`src/rtl/uart_param.sv`:
```
// -----------------------------------------------------------------------------
// uart_param
//
// Parametrised full-duplex UART core, clocked from the 100 MHz system clock.
// Bit timing comes from a per-bit cycle count (CLK_DIV), not a divided clock.
//
// Parameters
//   CLK_DIV    clk_100 cycles per bit (>= 8)
//   DATA_BITS  payload width, 5..9, LSB first
//   STOP_BITS  stop bits transmitted (1 or 2); receiver checks only the first
//   PARITY_ODD 0 = even parity, 1 = odd parity (used with UART_PARITY_EN)
//
// Build option
//   UART_PARITY_EN  when defined, both FSMs carry a parity bit after the data.
//                   When undefined, frames are start + data + stop and
//                   parity_err is tied low.
//
// Ports
//   clk_100      system clock
//   rst          asynchronous active-high reset
//   send         transmit request, accepted while the transmitter is idle
//   data_in      transmit payload, latched on accept
//   busy         transmitter occupied
//   tx           serial output, idle high
//   led_tx       copy of busy
//   rx           serial input (asynchronous, synchronised internally)
//   data_out     last received word
//   ready        received word valid, sticky until clr
//   clr          clears ready and all error flags
//   frame_err    sticky: first stop bit sampled low
//   parity_err   sticky: parity mismatch
//   overrun_err  sticky: word completed while ready was already set
//   led_rx       high while the receiver is not idle
//
// FSM states (both directions)
//   state    | meaning
//   IDLE     | TX: waiting for send          RX: waiting for a falling edge
//   START    | TX: driving the start bit     RX: half-bit wait, start re-check
//   DATA     | TX: shifting out data bits    RX: sampling data bits
//   PARITY   | TX: driving the parity bit    RX: sampling the parity bit
//   STOP     | TX: driving stop bit(s)       RX: sampling the first stop bit
// -----------------------------------------------------------------------------
module uart_param #(
    parameter int CLK_DIV    = 868,
    parameter int DATA_BITS  = 8,
    parameter int STOP_BITS  = 1,
    parameter int PARITY_ODD = 0
) (
    input  logic                 clk_100,
    input  logic                 rst,
    input  logic                 send,
    input  logic [DATA_BITS-1:0] data_in,
    output logic                 busy,
    output logic                 tx,
    output logic                 led_tx,
    input  logic                 rx,
    output logic [DATA_BITS-1:0] data_out,
    output logic                 ready,
    input  logic                 clr,
    output logic                 frame_err,
    output logic                 parity_err,
    output logic                 overrun_err,
    output logic                 led_rx
);

    localparam int CNT_W = $clog2(CLK_DIV);
    localparam int BIT_W = 4;

    localparam logic [CNT_W-1:0] BIT_RELOAD  = CNT_W'(CLK_DIV - 1);
    localparam logic [CNT_W-1:0] HALF_RELOAD = CNT_W'(CLK_DIV / 2 - 1);
    localparam logic [BIT_W-1:0] DATA_LAST   = BIT_W'(DATA_BITS - 1);
    localparam logic [BIT_W-1:0] STOP_LAST   = BIT_W'(STOP_BITS - 1);

    localparam logic [2:0] S_IDLE  = 3'd0;
    localparam logic [2:0] S_START = 3'd1;
    localparam logic [2:0] S_DATA  = 3'd2;
    localparam logic [2:0] S_STOP  = 3'd4;
`ifdef UART_PARITY_EN
    localparam logic [2:0] S_PARITY = 3'd3;
    localparam logic       PAR_ODD  = (PARITY_ODD != 0);
`endif

    // -------------------------------------------------------------------------
    // Transmitter
    // -------------------------------------------------------------------------
    logic [2:0]           tx_state;
    logic [CNT_W-1:0]     tx_cnt;
    logic [BIT_W-1:0]     tx_bit;
    logic [DATA_BITS-1:0] tx_shift;
    logic                 tx_tick;
`ifdef UART_PARITY_EN
    logic                 tx_par;
`endif

    assign tx_tick = (tx_cnt == '0);

    // tx is a flop with async preset so it returns high the moment rst rises.
    always_ff @(posedge clk_100 or posedge rst) begin
        if (rst) begin
            tx_state <= S_IDLE;
            tx_cnt   <= '0;
            tx_bit   <= '0;
            tx_shift <= '0;
            tx       <= 1'b1;
`ifdef UART_PARITY_EN
            tx_par   <= 1'b0;
`endif
        end else begin
            if (tx_state != S_IDLE) begin
                tx_cnt <= tx_tick ? BIT_RELOAD : tx_cnt - CNT_W'(1);
            end
            case (tx_state)
                S_IDLE: begin
                    if (send) begin
                        tx_state <= S_START;
                        tx_cnt   <= BIT_RELOAD;
                        tx_bit   <= '0;
                        tx_shift <= data_in;
                        tx       <= 1'b0;
`ifdef UART_PARITY_EN
                        tx_par   <= (^data_in) ^ PAR_ODD;
`endif
                    end
                end
                S_START: begin
                    if (tx_tick) begin
                        tx_state <= S_DATA;
                        tx       <= tx_shift[0];
                    end
                end
                S_DATA: begin
                    if (tx_tick) begin
                        if (tx_bit == DATA_LAST) begin
                            tx_bit <= '0;
`ifdef UART_PARITY_EN
                            tx_state <= S_PARITY;
                            tx       <= tx_par;
`else
                            tx_state <= S_STOP;
                            tx       <= 1'b1;
`endif
                        end else begin
                            tx_bit   <= tx_bit + BIT_W'(1);
                            tx_shift <= {1'b0, tx_shift[DATA_BITS-1:1]};
                            tx       <= tx_shift[1];
                        end
                    end
                end
`ifdef UART_PARITY_EN
                S_PARITY: begin
                    if (tx_tick) begin
                        tx_state <= S_STOP;
                        tx       <= 1'b1;
                    end
                end
`endif
                S_STOP: begin
                    if (tx_tick) begin
                        if (tx_bit == STOP_LAST) begin
                            tx_state <= S_IDLE;
                            tx_bit   <= '0;
                        end else begin
                            tx_bit <= tx_bit + BIT_W'(1);
                        end
                        tx <= 1'b1;
                    end
                end
                default: begin
                    tx_state <= S_IDLE;
                    tx       <= 1'b1;
                end
            endcase
        end
    end

    assign busy   = (tx_state != S_IDLE);
    assign led_tx = busy;

    // -------------------------------------------------------------------------
    // Receiver input synchroniser; rx_prev gives the edge reference.
    // -------------------------------------------------------------------------
    logic rx_meta;
    logic rx_sync;
    logic rx_prev;
    logic rx_fall;

    always_ff @(posedge clk_100 or posedge rst) begin
        if (rst) begin
            rx_meta <= 1'b1;
            rx_sync <= 1'b1;
            rx_prev <= 1'b1;
        end else begin
            rx_meta <= rx;
            rx_sync <= rx_meta;
            rx_prev <= rx_sync;
        end
    end

    assign rx_fall = rx_prev & ~rx_sync;

    // -------------------------------------------------------------------------
    // Receiver FSM
    // -------------------------------------------------------------------------
    logic [2:0]           rx_state;
    logic [CNT_W-1:0]     rx_cnt;
    logic [BIT_W-1:0]     rx_bit;
    logic [DATA_BITS-1:0] rx_shift;
    logic                 rx_tick;
    logic                 rx_commit;
    logic                 rx_frame_bad;
`ifdef UART_PARITY_EN
    logic                 rx_par_bad;
`endif

    assign rx_tick = (rx_cnt == '0);

    // Errors found during a frame are held here and only raised on the
    // commit cycle, so a clr landing on that cycle keeps this word's flags.
    always_ff @(posedge clk_100 or posedge rst) begin
        if (rst) begin
            rx_state     <= S_IDLE;
            rx_cnt       <= '0;
            rx_bit       <= '0;
            rx_shift     <= '0;
            rx_commit    <= 1'b0;
            rx_frame_bad <= 1'b0;
`ifdef UART_PARITY_EN
            rx_par_bad   <= 1'b0;
`endif
        end else begin
            rx_commit <= 1'b0;
            if (rx_state != S_IDLE) begin
                rx_cnt <= rx_tick ? BIT_RELOAD : rx_cnt - CNT_W'(1);
            end
            case (rx_state)
                S_IDLE: begin
                    if (rx_fall) begin
                        rx_state <= S_START;
                        rx_cnt   <= HALF_RELOAD;
                        rx_bit   <= '0;
                    end
                end
                S_START: begin
                    if (rx_tick) begin
                        // A line already back high at mid-start is a glitch.
                        rx_state <= rx_sync ? S_IDLE : S_DATA;
                    end
                end
                S_DATA: begin
                    if (rx_tick) begin
                        rx_shift <= {rx_sync, rx_shift[DATA_BITS-1:1]};
                        if (rx_bit == DATA_LAST) begin
                            rx_bit <= '0;
`ifdef UART_PARITY_EN
                            rx_state <= S_PARITY;
`else
                            rx_state <= S_STOP;
`endif
                        end else begin
                            rx_bit <= rx_bit + BIT_W'(1);
                        end
                    end
                end
`ifdef UART_PARITY_EN
                S_PARITY: begin
                    if (rx_tick) begin
                        rx_par_bad <= rx_sync ^ (^rx_shift) ^ PAR_ODD;
                        rx_state   <= S_STOP;
                    end
                end
`endif
                S_STOP: begin
                    if (rx_tick) begin
                        // Rearm immediately; the rest of the stop bit is not waited out.
                        rx_frame_bad <= ~rx_sync;
                        rx_commit    <= 1'b1;
                        rx_state     <= S_IDLE;
                    end
                end
                default: begin
                    rx_state <= S_IDLE;
                end
            endcase
        end
    end

    assign led_rx = (rx_state != S_IDLE);

    // -------------------------------------------------------------------------
    // Received word and sticky status; a commit takes priority over clr.
    // -------------------------------------------------------------------------
    always_ff @(posedge clk_100 or posedge rst) begin
        if (rst) begin
            data_out    <= '0;
            ready       <= 1'b0;
            frame_err   <= 1'b0;
            overrun_err <= 1'b0;
        end else if (rx_commit) begin
            data_out    <= rx_shift;
            ready       <= 1'b1;
            frame_err   <= (frame_err & ~clr) | rx_frame_bad;
            overrun_err <= (overrun_err & ~clr) | ready;
        end else if (clr) begin
            ready       <= 1'b0;
            frame_err   <= 1'b0;
            overrun_err <= 1'b0;
        end
    end

`ifdef UART_PARITY_EN
    always_ff @(posedge clk_100 or posedge rst) begin
        if (rst) begin
            parity_err <= 1'b0;
        end else if (rx_commit) begin
            parity_err <= (parity_err & ~clr) | rx_par_bad;
        end else if (clr) begin
            parity_err <= 1'b0;
        end
    end
`else
    assign parity_err = 1'b0;
`endif

endmodule

```
`config.mk`:
```
export PLATFORM = sky130hd
export DESIGN_NAME = uart_param
export DESIGN_NICKNAME = d
export VERILOG_FILES = /design/src/rtl/uart_param.sv
export SDC_FILE = /design/constraint.sdc
export NUM_CORES = 1
export LEC_CHECK = 0
export ABC_AREA = 0
export BUFFER_PORTS_ARGS = -buffer_cell sky130_fd_sc_hd__buf_4
export CORE_UTILIZATION = 55
export CTS_BUF_LIST = sky130_fd_sc_hd__clkbuf_2
export CTS_CLUSTER_DIAMETER = 100
export CTS_CLUSTER_SIZE = 25
export DETAILED_ROUTE_END_ITERATION = 12
export PLACE_DENSITY = 0.74
export SYNTH_ARGS = -nofsm -noshare
export SYNTH_HDL_FRONTEND = slang
export SYNTH_SLANG_ARGS = --single-unit
export TNS_END_PERCENT = 10
```
`constraint.sdc`:
```
create_clock -name clk_100 -period 4.1 [get_ports clk_100]
set_input_delay 0.41 -clock clk_100 [delete_from_list [all_inputs] [get_ports clk_100]]
set_output_delay 0.41 -clock clk_100 [all_outputs]
set_load 0.02 [all_outputs]
```
==> metrics.yaml, run 1 <==
setup_path:
  end_kind: "flop"
  r2r_end: "rx_bit[0]"
  reg2reg_from: "rx_cnt[0]"
  worstSetupPathType: "reg2reg"
  endpoint: "rx_bit[0]"
  cp_max_fo: 12
  worst-endpoint-arrival_ns: 2.68
  startpoint: "rx_cnt[0]"
  required_ns: 4.49
  reg2reg_depth: 6
  regToRegSetupSlack_ns: 1.81
  startpoint_type: "flop"
global_routing:
  grt_pass1_wl_microns: 10800
  grt_usage_pct: 22.1
  antenna_found_initial: 0
  overflow: 0
  grt_max_degree: 46
  grt_pass1_vias: 2329
sta:
  worst_pin_slew_ns: 0.928
  layout_worst_path_cycle_share_pct: 55.9
  rsz0062_at_grt: "false"
  drv_slew: 0
  fmax_mhz: 437
  setup_ws_ns: 1.81
  finalClockSkew_ns: 0.0224
  setup_violations: 0
  setup-tns-final_ns: 0
  finalHoldViolCount: 0
  relSlewSlack_pct: 38.0
  period_needed_ns: 2.29
floorplanning:
  die_x_microns: 80.3
  die-area_sq_um: 6450
  start_util_pct: 57.0
  fp.dieH_microns: 80.3
  num_rows: 28
  core_sq_um: 5920
  ios: 29
logic_synthesis:
  seq_area_frac_synth_pct: 49.8
  ys_types: 63
  synth.most_common_cell: "dfrtp_1"
  yosysWarnings: 0
  syn-cell-area_sq_um: 3370
  synth-edff-count: 0
  syn-num-nets: 311
  avgSynthCellArea_sq_um: 11.5
  synthFlopType: "dfrtp_1"
  synth-async-reset-ratio_pct: 100
  yosys-top-cells-count: "63 x dfrtp_1, 24 x mux2_2, 17 x inv_1"
  synthTopCellsByArea: "dfrtp_1 47%, mux2_2 8.0%, dfstp_2 3.1%, mux2_4 2.7%, inv_1 1.9%"
  syn_inst: 293
  synth_top_cell_area_share_pct: 46.7
  synth_area_leader_cell: "dfrtp_1"
  ys_seq_elements: 67
route:
  wl_per_cell_microns: 15.4
  firstDrtPassIters: 4
  num_vias: 2320
  routed_wl_microns: 6190
  ant_nets: 0
  vias_per_cell: 5.77
  drt-initial-drc-count: 142
  drc: 0
final_layout:
  area_growth_pct: 10.8
  fillers: 476
  finalNetCount: 340
  final_cell_area_sq_um: 3740
  drive_gt1_share_pct: 30.9
  diodes: 0
power_and_ir_drop:
  leakagePower_uw: 0.00169
  ir_drop_uv: 322
  p_per_area_nw_per_um2: 527
place:
  port_buffers: 27
  pre_cts_ws_ns: 1.86
  hpwl_microns: 4360
  dpl_cell_area_sq_um: 3610
  place_congestion: 0.765
cts:
  clk_path_buf_depth: 2
  cts_sinks: 67
  cts_inserted_buffers: 9
  insertion_delay_ns: 0.49
  cts_resized: 0
  htree_levels: 3
  clkTransAtPathRegs_ns: 0.20
  clock-root-buffer: "clkbuf_2"
  cts_tree: "done"
worst_hold_path:
  min_path_type: "in2async"
job:
  maxCapViolCount: 0
run_status:
  status: "finished, final reports clean"
[through the flow]
| stage | instances | power [uW] | utilization [%] | hold WS (ns) |
|---|---|---|---|---|
| 6_report | 402 | 1970 | 63.1 | 0.104 |
| 5_1_grt | 402 | 2100 | 63.1 | 0.135 |
| 4_1_cts | 402 | 1990 | 63.1 | 0.100 |
| 3_5_place_dp | 385 | 1590 | 61.0 | 0.347 |
| 3_3_place_gp | 385 | 1560 | 61.0 | 0.347 |
| 2_1_floorplan | 293 | 1440 | - | 0.345 |
[layer usage]
layer | vias to the layer above | track usage [%] | part of all wire (%)
li1 | 1129 | - | -
met1 | 1128 | 30.6 | 47
met2 | 54 | 34.1 | 48
met3 | 9 | 3.86 | 4.0
met4 | 0 | 9.46 | 1.2
met5 | - | 0 | 0
[power breakdown]
| group | internal (uW) | switching [uW] | leakage, uW |
|---|---|---|---|
| clock | 144 | 249 | 0.0000646 |
| sequential | 802 | 174 | 0.000844 |
| combinational | 285 | 313 | 0.000780 |
[worst min path at each step]
stage | startpoint | end | cells after the start
2_1_floorplan | rx_meta | rx_sync | 0
3_3_place_gp | rx_meta | rx_sync | 0
3_5_place_dp | rx_meta | rx_sync | 0
4_1_cts | rst | rx_cnt[9] | 2
5_1_grt | data_in[7] | tx_shift[7] | 3
6_report | rst | rx_shift[0] | 2
[cells by family after synthesis]
logic type / after synthesis / synth area share [%]
multiplexers: 35 / 12.2
buffers and inverters: 30 / 4.23
AND/OR/NAND/NOR: 94 / 17.9
XOR/XNOR: 11 / 2.85
other: 1 / 0.111
adder cells (fa/ha/maj): 5 / 1.85
AO/OA/AOI/OAI: 50 / 11.0
flip-flops: 67 / 49.8
[layout make-up]
| class | instances | area, sq um | share of cell area [%] |
|---|---|---|---|
| Clock buffer | 10 | 50.0 | 1.34 |
| Multi-Input combinational cell | 196 | 1550 | 41.5 |
| Clock inverter | 6 | 66.3 | 1.77 |
| Sequential cell | 67 | 1680 | 45.0 |
| Timing Repair Buffer | 30 | 228 | 6.09 |
| Inverter | 18 | 67.6 | 1.81 |
| Tap cell | 75 | 93.8 | 2.51 |
[registers in the layout, summed over array words and instances, names as in the netlist]
signal,cells
rx_state,3
rx_sync,1
rx_meta,1
rx_commit,1
overrun_err,1
ready,1
rx_bit,4
tx_cnt,10
rx_shift,8
tx_state,3
frame_err,1
rx_prev,1
rx_cnt,10
rx_frame_bad,1
tx,1
tx_bit,4
data_out,8
tx_shift,8
[placed cells by master (no fill, tap or decap), drive strengths merged, types with 5 or more instances in the layout]
cell type,instances
xnor2,6
nor3,13
a21oi,10
nand4,6
ha,5
nand3,10
nor4,5
nor2,16
clkbuf,10
xor2,5
mux2,31
dfrtp,63
buf,29
o21ai,6
inv,19
nand2,17
a31oi,6
nor3b,7
[critical path, stage by stage, from the launching register on]
cell and delay, ns:
dfrtp_1 0.46, inv_1 0.07, ha_1 0.19, nor2b_1 0.27, nand4_1 0.50, and2_1 0.38
mux2_1 0.33
[timing repair]
item / in CTS / in global routing
buffers inserted: 0 / 0
hold buffers: 1 / 0
endpoints found under the hold margin: 1 / 0
No activity file was read; power rests on OpenSTA's default activity.
==> run 2: changes to the inputs <==
==> constraint.sdc (replaced) <==
create_clock -name clk_100 -period 2.2 [get_ports clk_100]
set_input_delay 0.22 -clock clk_100 [delete_from_list [all_inputs] [get_ports clk_100]]
set_output_delay 0.22 -clock clk_100 [all_outputs]
set_load 0.02 [all_outputs]
==> run 2 against run 1 <==
Effect of this change: clock skew up 0.0062 ns; utilization up 1.4 points; first-iteration DRC count up 0.70%; largest cell class unchanged; critical path depth down 3; non-clock buffer count up 7; sequential share of layout area down 0.96 points; highest routed layer unchanged; critical endpoint is now led_rx.
==> metrics.yaml, run 2 (synthesized netlist as in run 1, its figures left out) <==
cts:
  cts_tree: "done"  # unchanged
  htree_levels: 3  # unchanged
  cts_sinks: 67  # unchanged
  cts_inserted_buffers: 9  # unchanged
  insertion_delay_ns: 0.49  # about the same
  cts_setup_buffers: 0  # unchanged
  clkTransAtPathRegs_ns: 0.20  # about the same
  clk_path_buf_depth: 2  # unchanged
  clock-root-buffer: "clkbuf_2"  # unchanged
power_and_ir_drop:
  internal_power_uw: 2310  # was 1230 uW
  seqPwrFrac_pct: 49.2  # was 49.6%
  p_per_area_nw_per_um2: 970  # was 527 nW/um^2
  power.switching_uw: 1390  # was 737 uW
  p_clk_share_pct: 20.1  # was 20.0%
  ir_drop_uv: 812  # was 322 uV
  leakagePower_uw: 0.00173  # was 0.00169 uW
  pwr-share-comb_pct: 30.7  # was 30.4%
  swShare_pct: 37.6  # was 37.4%
route:
  vias_per_cell: 5.68  # was 5.77
  firstDrtPassIters: 4  # unchanged
  ant_nets: 0  # unchanged
  drt-initial-drc-count: 143  # was 142
  wl_per_cell_microns: 14.7  # was 15.4 microns
  num_vias: 2325  # was 2,320
  dr_wl_met2_microns: 2720  # was 2940 microns
  met1_length_microns: 3030  # was 2930 microns
  top_layer: "met4"  # unchanged
  wl_met3_microns: 158  # was 248 microns
  drc: 0  # unchanged
  routed_wl_microns: 6000  # was 6190 microns
sta:
  fmax_mhz: 496
  layout_worst_path_cycle_share_pct: 91.6
  setup-tns-final_ns: 0  # unchanged
  finalHoldViolCount: 0  # unchanged
  drv_slew: 0  # unchanged
  worst_pin_slew_ns: 0.514  # was 0.928 ns
  relSlewSlack_pct: 65.4  # was 38.0%
  period_needed_ns: 2.02
  finalClockSkew_ns: 0.0286  # was 0.0224 ns
  rsz0062_at_grt: "false"  # unchanged
  setup_violations: 0  # unchanged
setup_path:
  cp_max_fo: 9  # was 12
  startpoint_type: "flop"  # unchanged
  r2r_end: "tx_cnt[7]"  # was rx_bit[0]
  reg2reg_from: "tx_cnt[0]"  # was rx_cnt[0]
  required_ns: 1.98  # was 4.49 ns
  reg2reg_depth: 7  # was 6
  worstSetupPathType: "reg2out"  # was reg2reg
  regToRegSetupSlack_ns: 0.25  # was 1.81 ns
  end_kind: "output port"  # was flop
  worst-endpoint-arrival_ns: 1.80  # was 2.68 ns
floorplanning:
  die_x_microns: 80.3  # unchanged
  fp.dieH_microns: 80.3  # unchanged
  core_sq_um: 5920  # unchanged
  start_util_pct: 57.0  # unchanged
  die-area_sq_um: 6450  # unchanged
  ios: 29  # unchanged
  num_rows: 28  # unchanged
place:
  hpwl_microns: 4150  # was 4360 microns
  place_congestion: 0.806  # was 0.765
  port_buffers: 27  # unchanged
  dpl_cell_area_sq_um: 3650  # was 3610 sq um
global_routing:
  overflow: 0  # unchanged
  grt_max_degree: 53  # was 46
  grt_pass1_wl_microns: 10500  # was 10,800 microns
  grt_usage_pct: 21.6  # was 22.1%
  antenna_found_initial: 0  # unchanged
  grt_pass1_vias: 2225  # was 2,329
run_status:
  status: "finished, final reports clean"  # unchanged
worst_hold_path:
  min_from: "clr"
  min_path_cells: 3
  hold_end: "ready"
  min_path_type: "in2reg"  # was in2async
final_layout:
  area_growth_pct: 13.2  # was 10.8%
  final_cell_area_sq_um: 3820  # was 3740 sq um
  drive_gt1_share_pct: 31.4  # was 30.9%
  diodes: 0  # unchanged
  reg_top3: "rx_cnt: 10 flops, tx_cnt: 10 flops"  # unchanged
  finalNetCount: 347  # was 340
  final_common_cell: "dfrtp_1"  # unchanged
  final_cell_mix: "63 x dfrtp_1, 32 x buf_4, 24 x mux2_2"  # was 63 x dfrtp_1, 29 x buf_4, 24 x mux2_2
job:
  maxCapViolCount: 0  # unchanged
run 2: cell types whose count changed in the layout (fill, tap and decap cells not counted), sizes merged:
cell,previous run,this run
clkinvlp,3,2
dlygate4sd3,1,4
clkinv,1,2
inv,19,20
buf,29,33
clkbuf,10,9
run 2: timing repair:
| item | in CTS | in global routing |
|---|---|---|
| hold buffers | 4 | 0 |
| hold endpoints to repair | 18 | 0 |
| resized for setup | 0 | 1 |
| setup endpoints to repair | 0 | 2 |
run 2: layout make-up:
| class | instances | area, sq um |
|---|---|---|
| Fill cell | 481 | 2100 |
| Multi-Input combinational cell | 196 | 1560 |
| Timing Repair Buffer | 37 | 300 |
| Sequential cell | 67 | 1680 |
| Tap cell | 75 | 93.8 |
| Inverter | 18 | 67.6 |
| Clock buffer | 9 | 45.0 |
| Clock inverter | 7 | 75.1 |
run 2: how the worst max path moves through the flow:
stage | start | to | slack [ns]
after CTS | tx_state[2] | busy | 0.11
after global placement | tx_cnt[0] | tx_shift[3] | 0.35
after detailed placement | tx_cnt[0] | tx_cnt[7] | 0.30
final | rx_state[1] | led_rx | 0.18
after floorplan | rst | data_out[0] | 0.30
after global routing | rx_state[1] | led_rx | 0.02
run 2: metrics by stage:
| step | utilization (%) | worst slack, ns | power, uW | instances | hold WS [ns] |
|---|---|---|---|---|---|
| floorplan | - | 0.303 | 2690 | 293 | 0.224 |
| global placement | 61.7 | 0.351 | 2940 | 389 | 0.227 |
| detailed placement | 61.7 | 0.302 | 2970 | 389 | 0.230 |
| CTS | 64.4 | 0.105 | 3730 | 409 | 0.000894 |
| global route | 64.5 | 0.0196 | 3960 | 409 | 0.00658 |
| finish | 64.5 | 0.184 | 3700 | 409 | 0.0549 |
run 2: worst max-delay path, cell delays in order, from the launching register on:
cell and delay, ns:
dfrtp_1 0.52, nor3_2 0.43, inv_2 0.16, buf_4 0.20
run 2: power groups by stage:
stage,logic [uW],clock network (uW),registers [uW]
4_1_cts,1140,772,1820
3_5_place_dp,1130,0,1830
2_1_floorplan,945,0,1740
5_1_grt,1280,818,1870
6_report,1140,743,1820
3_3_place_gp,1120,0,1830
run 2: layer usage:
layer  global-route usage (%)  vias up
li1                         -     1144
met1                     30.8     1140
met2                     31.6       31
met3                     4.77       10
met4                     9.11        0
met5                        0        -
==> run 3: changes to the inputs <==
--- a/config.mk
+++ b/config.mk
@@ -7,12 +7,13 @@
 export LEC_CHECK = 0
 export ABC_AREA = 0
 export BUFFER_PORTS_ARGS = -buffer_cell sky130_fd_sc_hd__buf_4
+export CORE_ASPECT_RATIO = 1.4
 export CORE_UTILIZATION = 55
 export CTS_BUF_LIST = sky130_fd_sc_hd__clkbuf_2
 export CTS_CLUSTER_DIAMETER = 100
 export CTS_CLUSTER_SIZE = 25
 export DETAILED_ROUTE_END_ITERATION = 12
-export PLACE_DENSITY = 0.74
+export PLACE_DENSITY = 0.71
 export SYNTH_ARGS = -nofsm -noshare
 export SYNTH_HDL_FRONTEND = slang
 export SYNTH_SLANG_ARGS = --single-unit
==> run 3 against run 2 <==
Effect of this change: clock-buffer cell count increased by 2; cell area increased by 1.2%; sequential power about the same; combinational power about the same; global-route usage increased by 0.77 points; first-iteration DRC count decreased by 32%; sequential share of layout area decreased by 0.51 points; critical path depth increased by 1; critical endpoint is now busy; largest cell class unchanged.
==> metrics.yaml, run 3 (synthesized netlist as in run 1, its figures left out) <==
sta:
  rsz0062_at_grt: "false"  # unchanged
  worst_pin_slew_ns: 0.520  # was 0.514 ns
  fmax_mhz: 485  # was 496 MHz
  layout_worst_path_cycle_share_pct: 93.7  # was 91.6%
  finalHoldViolCount: 0  # unchanged
  setup_violations: 0  # unchanged
  relSlewSlack_pct: 65.0  # was 65.4%
  finalClockSkew_ns: 0.0117  # was 0.0286 ns
  drv_slew: 0  # unchanged
  period_needed_ns: 2.06  # was 2.02 ns
  setup-tns-final_ns: 0  # unchanged
cts:
  clock-root-buffer: "clkbuf_2"  # unchanged
  insertion_delay_ns: 0.49  # about the same
  htree_levels: 3  # unchanged
  cts_tree: "done"  # unchanged
  cts_inserted_buffers: 9  # unchanged
  cts_resized: 0  # unchanged
  clkTransAtPathRegs_ns: 0.17  # was 0.20 ns
  cts_setup_buffers: 0  # unchanged
  clk_path_buf_depth: 2  # unchanged
  cts_sinks: 67  # unchanged
floorplanning:
  die_x_microns: 68.2  # was 80.3 microns
  core_sq_um: 5900  # was 5920 sq um
  num_rows: 33  # was 28
  die-area_sq_um: 6460  # was 6450 sq um
  start_util_pct: 57.2  # was 57.0%
  ios: 29  # unchanged
  fp.dieH_microns: 94.7  # was 80.3 microns
route:
  num_vias: 2365  # was 2,325
  firstDrtPassIters: 4  # unchanged
  ant_nets: 0  # unchanged
  vias_per_cell: 5.80  # was 5.68
  drt-initial-drc-count: 97  # was 143
  routed_wl_microns: 6340  # was 6000 microns
  wl_per_cell_microns: 15.5  # was 14.7 microns
  drc: 0  # unchanged
power_and_ir_drop:
  pwr-share-comb_pct: 29.6  # was 30.7%
  leakagePower_uw: 0.00176  # was 0.00173 uW
  p_per_area_nw_per_um2: 1010  # was 970 nW/um^2
  internal_power_uw: 2550  # was 2310 uW
  ir_drop_uv: 799  # was 812 uV
  swShare_pct: 34.9  # was 37.6%
  seqPwrFrac_pct: 46.5  # was 49.2%
  power.switching_uw: 1370  # was 1390 uW
  power.total_uw: 3920  # was 3700 uW
  p_clk_share_pct: 23.8  # was 20.1%
worst_hold_path:
  min_from: "data_in[6]"  # was clr
  min_path_cells: 4  # was 3
  hold_end: "tx_shift[6]"  # was ready
  min_path_type: "in2reg"  # unchanged
final_layout:
  multi_input_comb_area_sq_um: 1550  # was 1560 sq um
  area_growth_pct: 14.5  # was 13.2%
  drive_gt1_share_pct: 31.7  # was 31.4%
  final_common_cell: "dfrtp_1"  # unchanged
  finalNetCount: 351  # was 347
  diodes: 0  # unchanged
  final_cell_mix: "63 x dfrtp_1, 36 x buf_4, 24 x mux2_2"  # was 63 x dfrtp_1, 32 x buf_4, 24 x mux2_2
  final_cell_area_sq_um: 3860  # was 3820 sq um
  fillers: 479  # was 481
  reg_top3: "rx_cnt: 10 flops, tx_cnt: 10 flops"  # unchanged
  regArea_sq_um: 1680  # unchanged
setup_path:
  worst-endpoint-arrival_ns: 1.84  # was 1.80 ns
  reg2reg_from: "tx_state[0]"  # was tx_cnt[0]
  r2r_end: "tx_bit[3]"  # was tx_cnt[7]
  required_ns: 1.98  # about the same
  reg2reg_depth: 4  # was 7
  startpoint_type: "flop"  # unchanged
  regToRegSetupSlack_ns: 0.22  # was 0.25 ns
  end_kind: "output port"  # unchanged
  worstSetupPathType: "reg2out"  # unchanged
  cp_max_fo: 11  # was 9
place:
  place_congestion: 0.825  # was 0.806
  dpl_cell_area_sq_um: 3660  # was 3650 sq um
  port_buffers: 27  # unchanged
  hpwl_microns: 4500  # was 4150 microns
global_routing:
  grt_max_degree: 36  # was 53
  grt_pass1_wl_microns: 10600  # was 10,500 microns
  antenna_found_initial: 0  # unchanged
  grt_pass1_vias: 2427  # was 2,225
  overflow: 0  # unchanged
  grt_usage_pct: 22.3  # was 21.6%
job:
  maxCapViolCount: 0  # unchanged
run_status:
  status: "finished, final reports clean"  # unchanged
run 3: cell count changes in the layout (fill, tap and decap cells not counted):
cell,previous run,this run
clkbuf_2,9,11
buf_4,32,36
clkinv_4,1,0
bufinv_16,1,3
nor3_2,2,1
buf_12,1,0
clkinvlp_4,2,1
inv_6,2,0
dlygate4sd3_1,4,5
nor3_1,10,11
run 3: metal layers:
metal  share of wire, %  track usage (%)  vias up
met2                 53             38.2       34
met1                 43             24.6     1172
met3                2.6             5.92       16
met5                  0                0        -
li1                   -                -     1143
met4                2.1             11.5        0
run 3: area by class of cell:
type                    count  area share, %
inverters                  18           1.75
multi-input cells         196           40.1
clock buffers              11           1.42
well taps                  70           2.27
flip-flops and latches     67           43.5
repair buffers             41           8.29
clock inverters             5           2.62
run 3: timing repair:
item	CTS	global route
endpoints found under the hold margin	66	1
setup endpoints to repair	0	0
hold buffers	4	1
run 3: per-stage QoR:
stage | instances | hold slack, ns | util (%) | setup WS [ns]
after detailed placement | 387 | 0.336 | 61.9 | 0.279
after global routing | 408 | 0.0261 | 65.4 | 0.0177
after floorplan | 293 | 0.224 | - | 0.303
after CTS | 407 | 0.0187 | 65.3 | 0.108
after global placement | 387 | 0.338 | 61.9 | 0.329
final | 408 | 0.0644 | 65.4 | 0.139
run 3: worst max path at each step:
stage	endpoint	start	depth (start not counted)
final	busy	tx_state[2]	4
after global routing	busy	tx_state[0]	4
after CTS	busy	tx_state[2]	4
after detailed placement	tx_bit[3]	tx_state[0]	4
after global placement	tx_shift[6]	tx_cnt[0]	6
after floorplan	data_out[0]	rst	1
run 3: critical path, stage by stage (launching register included):
cell and delay [ns]:
dfrtp_1 0.53, nor3_1 0.27, buf_4 0.22, inv_1 0.14, buf_4 0.19
run 3: power groups by stage:
stage               clock network (uW)  logic [uW]  registers [uW]
floorplan                            0         945            1740
global placement                     0        1140            1820
detailed placement                   0        1150            1840
CTS                                956        1170            1820
global route                       998        1290            1860
finish                             934        1160            1820
